<file path="src/rtl/fetch_unit.sv">
// fetch_unit: instruction-fetch stage.
// Owns the program counter, presents it to a combinational instruction
// memory and registers the returned word into the IF/ID pipeline register.
// Handles stall, redirect with flush, and sticky fetch faults for
// misaligned or out-of-range addresses.
//
// Ports:
//   clk, rst_n         clock, asynchronous active-low reset
//   stall              hold pc and IF/ID this cycle
//   redirect           taken branch/jump; priority over stall
//   redirect_target    new pc when redirect=1
//   imem_addr          byte address to instruction memory (= pc)
//   imem_rdata         instruction word for imem_addr
//   if_id_instr        registered instruction
//   if_id_pc           pc of if_id_instr
//   if_id_pc_plus4     link value if_id_pc+4
//   if_id_valid        if_id_instr is a real instruction
//   fault, fault_pc    sticky fault flag and offending address
//
// state | meaning
// ------+------------------------------------------------------------
// BOOT  | one bubble cycle after reset so the memory address settles
// RUN   | normal fetch, stall and redirect handling
// FAULT | bad fetch address seen; everything frozen until reset

module fetch_unit #(
    parameter int               WIDTH     = 32,
    parameter logic [WIDTH-1:0] RESET_PC  = 32'h0000_0000,
    parameter logic [WIDTH-1:0] IMEM_LAST = 32'd508,
    parameter logic [WIDTH-1:0] NOP_WORD  = 32'h0000_0013
) (
    input  logic             clk,
    input  logic             rst_n,
    input  logic             stall,
    input  logic             redirect,
    input  logic [WIDTH-1:0] redirect_target,
    output logic [WIDTH-1:0] imem_addr,
    input  logic [WIDTH-1:0] imem_rdata,
    output logic [WIDTH-1:0] if_id_instr,
    output logic [WIDTH-1:0] if_id_pc,
    output logic [WIDTH-1:0] if_id_pc_plus4,
    output logic             if_id_valid,
    output logic             fault,
    output logic [WIDTH-1:0] fault_pc
);

    typedef enum logic [1:0] {
        BOOT  = 2'd0,
        RUN   = 2'd1,
        FAULT = 2'd2
    } state_t;

    state_t           state;
    logic [WIDTH-1:0] pc;
    logic [WIDTH-1:0] pc_plus4;
    logic             target_bad;
    logic             seq_bad;

    // pc+4 wraps modulo 2^WIDTH; the unsigned compare flags overruns.
    assign pc_plus4   = pc + WIDTH'(4);
    assign target_bad = (redirect_target[1:0] != 2'b00) || (redirect_target > IMEM_LAST);
    assign seq_bad    = (pc_plus4 > IMEM_LAST);
    assign imem_addr  = pc;

    always_ff @(posedge clk or negedge rst_n) begin
        if (!rst_n) begin
            state          <= BOOT;
            pc             <= RESET_PC;
            if_id_instr    <= '0;
            if_id_pc       <= '0;
            if_id_pc_plus4 <= '0;
            if_id_valid    <= 1'b0;
            fault          <= 1'b0;
            fault_pc       <= '0;
        end else begin
            case (state)
                BOOT: begin
                    state <= RUN;
                end

                RUN: begin
                    if (redirect) begin
                        // Flush: the in-flight word is replaced, its pc fields hold.
                        pc          <= redirect_target;
                        if_id_instr <= NOP_WORD;
                        if_id_valid <= 1'b0;
                        if (target_bad) begin
                            state    <= FAULT;
                            fault    <= 1'b1;
                            fault_pc <= redirect_target;
                        end
                    end else if (!stall) begin
                        if_id_instr    <= imem_rdata;
                        if_id_pc       <= pc;
                        if_id_pc_plus4 <= pc_plus4;
                        if_id_valid    <= 1'b1;
                        pc             <= pc_plus4;
                        // The word at pc is still good; only the next fetch is illegal.
                        if (seq_bad) begin
                            state    <= FAULT;
                            fault    <= 1'b1;
                            fault_pc <= pc_plus4;
                        end
                    end
                end

                FAULT: begin
                    if_id_valid <= 1'b0;
                end

                default: begin
                    state <= BOOT;
                end
            endcase
        end
    end

endmodule

</file>
<file path="config.mk">
export PLATFORM = sky130hd
export DESIGN_NAME = fetch_unit
export DESIGN_NICKNAME = d
export VERILOG_FILES = /design/src/rtl/fetch_unit.sv
export SDC_FILE = /design/constraint.sdc
export NUM_CORES = 1
export LEC_CHECK = 0
export BUFFER_PORTS_ARGS = -buffer_cell sky130_fd_sc_hd__buf_2
export CAP_MARGIN = 20
export CORE_ASPECT_RATIO = 1.4
export CORE_MARGIN = 2
export CORE_UTILIZATION = 53
export CTS_BUF_LIST = sky130_fd_sc_hd__clkbuf_2 sky130_fd_sc_hd__clkbuf_4 sky130_fd_sc_hd__clkbuf_8
export DETAILED_ROUTE_END_ITERATION = 8
export PLACE_DENSITY_LB_ADDON = 0.05
export SYNTH_ARGS = -nofsm -noshare
export SYNTH_HDL_FRONTEND = slang
export SYNTH_SLANG_ARGS = --single-unit
</file>
<file path="constraint.sdc">
create_clock -name clk -period 4 [get_ports clk]
set_input_delay 0.2 -clock clk [delete_from_list [all_inputs] [get_ports clk]]
set_output_delay 0.2 -clock clk [all_outputs]
set_load 0.01 [all_outputs]
</file>
==> run metrics <==
run status finished, final reports clean; FF+latch count, synth 162; area added between synthesis and finish 26.6%; Reg-to-Reg End state[1]; diode count 0; starting density of the core 0.541; Gate Count Post-Synth 769; clock-pin slew on the worst setup and hold paths 0.09 ns; fillers 1128; Syn Nets 839; Synth Cell Area 7490 um^2; Slew Viols, Final 0; Final WS setup 0.426 ns; r2r worst-path depth 10; # clock sinks 162; f_max 280 MHz; total CTS buffers 17; PortBufs 229; drt drc 0; Hold Crit Class in2reg; die area 15100 um^2; wire per inst 18.6 um; worst setup path end state[1]; Worst-Margin Slew 0.837 ns; first-pass GRT wire length 35600 um; fin nets 1078; placer congestion estimate 0.869; worst path bufs/invs 1; DR vias/cell 5.61; Post-synth EDFFs 0; Post-Route WL 22400 um; Root Driver clkbuf_8; Final Critical Period 3.57 ns; crit end category flop; remaining global-route overflow 0; M3 GR Usage 0.0577; CP Class reg2reg; Reg2Reg Setup Slack 0.43 ns; number of warnings issued by yosys 0; pin count of the biggest net entering global routing 86; Routed Antenna Nets 0; Main synth FF type dfrtp_1; Setup TNS 0 ns; share of cells above drive strength 1 0.302; Slew Limit Headroom 0.442; DR iter-0 viols 410; Core Box Area 13800 um^2; Leak Pwr 5.00 nW; syn avg cell area 9.74 um^2; grt peak-use layer met2; Max VDD drop 0.349 mV; H-tree Lvls 4; gr usage total 0.301; clk_lat worst skew 0.45 ns; antenna violations before repair 0; RR Startpoint imem_addr[2]; endpoints failing setup 0; die span in x 104 um; Crit Path Max Fanout 15; DP Worst Slack 0.161 ns; final cycle utilization of the critical path 0.893; CP max-delay cell nor4_4; clk_skew 0.0162 ns; async set-reset flop share out of synthesis 1.00; crit path from imem_addr[2]; Crit path largest cell delay 0.56 ns; grt met2 use 0.532; Max clock buf depth 2; maxcap violations 0; Layout Utilization 0.685; Power Density 747 nW/um^2; io pins 230; die height 145 um; Worst Path Required 4.33 ns; vias in the first global route 6800; synth unique cells 61; WP depth 10; GR Layer Usage met1 0.368; Pre-antenna DRT Iters 5; post-synthesis sequential area ratio 0.541; placed cell count 1141; via count 6765; Worst EP arrival 3.90 ns; row count 51; RSZ-0062 raised after global routing false; Finished Layout Cells 1206; CTS tree yes; Critical Path, Cell by Cell ha_1, nand4_4, nor4_4, nand3_1, a2111oi_0, nand4_1, nor4_2, nand2b_2, buf_4, o21ai_0; final hold vios 0; critical path's top delay family simple AND/OR/NAND/NOR gates; HPWL reported at the end of detailed placement 16000 um; Startpoint Class flop
## flip-flops by register name, indices dropped and copies added (netlist names)
| name | flops |
|---|---|
| if_id_valid | 1 |
| if_id_instr | 32 |
| fault | 1 |
| state | 2 |
| if_id_pc | 32 |
| imem_addr | 32 |
| fault_pc | 32 |
| if_id_pc_plus4 | 30 |
## metrics by stage
| step | area [um^2] | hold slack (ns) | power [mW] |
|---|---|---|---|
| 2_1_floorplan | 7490 | -0.0956 | 4.63 |
| 3_3_place_gp | 8750 | 0.261 | 5.77 |
| 3_5_place_dp | 8750 | 0.271 | 5.87 |
| 4_1_cts | 9480 | 0.0360 | 7.10 |
| 5_1_grt | 9480 | 0.0519 | 7.55 |
| 6_report | 9480 | 0.0524 | 7.08 |
## how the worst min path moves through the flow
stage / start / endpoint / slack [ns] / cells past startpoint
3_3_place_gp: rst_n / if_id_instr[1] / 0.26 / 1
3_5_place_dp: rst_n / if_id_instr[0] / 0.27 / 1
6_report: redirect_target[0] / imem_addr[0] / 0.05 / 2
4_1_cts: redirect_target[0] / imem_addr[0] / 0.04 / 2
5_1_grt: redirect_target[0] / imem_addr[0] / 0.05 / 2
2_1_floorplan: rst_n / fault / -0.1 / 0
## cell usage in the layout (no fill, tap or decap), types with 3 or more instances in the layout
master	netlist	final
mux2_2	9	9
a22o_1	29	29
mux2_4	3	3
clkbuf_8	0	18
buf_2	9	228
o21ai_0	45	45
dfrtp_1	162	162
inv_1	11	11
or2_2	4	4
a21oi_1	25	25
o22a_1	5	5
and4_1	6	6
a21o_1	37	37
nand2b_1	5	4
nand4_1	14	14
nand2_1	174	172
mux2i_1	6	6
a31oi_1	7	7
inv_6	0	5
and3_1	8	8
nand3_1	12	12
xnor2_1	17	17
inv_8	0	3
nor2_1	48	48
buf_4	7	18
dlygate4sd3_1	0	33
nor4_1	16	16
nor3_1	12	11
o31a_1	5	5
xor2_1	9	9
## kinds of logic (layout without fill, tap and decap cells)
logic type,Yosys count,after routing,share of synthesized area
xor+xnor,26,26,0.0304
fa+ha+maj,2,2,0.00334
mux,18,18,0.0276
buf+inv,73,325,0.0443
compound gates,175,175,0.161
flops,162,162,0.541
simple gates,313,313,0.192
## cell usage after synthesis (11+ instances only)
library cell / n / area, um^2
a21o_1: 37 / 278
a21oi_1: 25 / 125
a22o_1: 29 / 254
clkbuf_1: 39 / 146
dfrtp_1: 162 / 4050
inv_1: 11 / 41.3
nand2_1: 174 / 653
nand3_1: 12 / 60.1
nand4_1: 14 / 87.6
nor2_1: 48 / 180
nor3_1: 12 / 60.1
nor4_1: 16 / 100
o21ai_0: 45 / 225
xnor2_1: 17 / 149
## what timing repair did
item / 4_1_cts / 5_1_grt
buffers inserted: 0 / 0
hold endpoints to repair: 109 / 0
gates resized for setup: 0 / 1
endpoints found under the setup margin: 0 / 33
hold buffers: 33 / 0
## per-layer routing
metal | wire, um | vias up
met4 | 472 | 0
li1 | - | 3153
met2 | 11600 | 247
met1 | 9030 | 3334
met3 | 1310 | 31
met5 | 0 | -
## cell type report
class | instances | area (um^2) | share of cell area
clock inverters | 13 | 140 | 0.0148
repair buffers | 281 | 1640 | 0.173
flip-flops and latches | 162 | 4050 | 0.428
clock buffers | 19 | 255 | 0.0269
multi-input cells | 534 | 3120 | 0.329
inverters | 12 | 45.0 | 0.00475
well taps | 185 | 231 | 0.0244
## where the power goes
group,total [mW],switching [mW],internal [mW],leakage [nW]
clock,1.20,0.664,0.540,0.197
combinational,2.90,1.62,1.27,2.75
sequential,2.97,0.659,2.32,2.05
total,7.08,2.95,4.13,5.00
(Power assumes the default switching activity.)
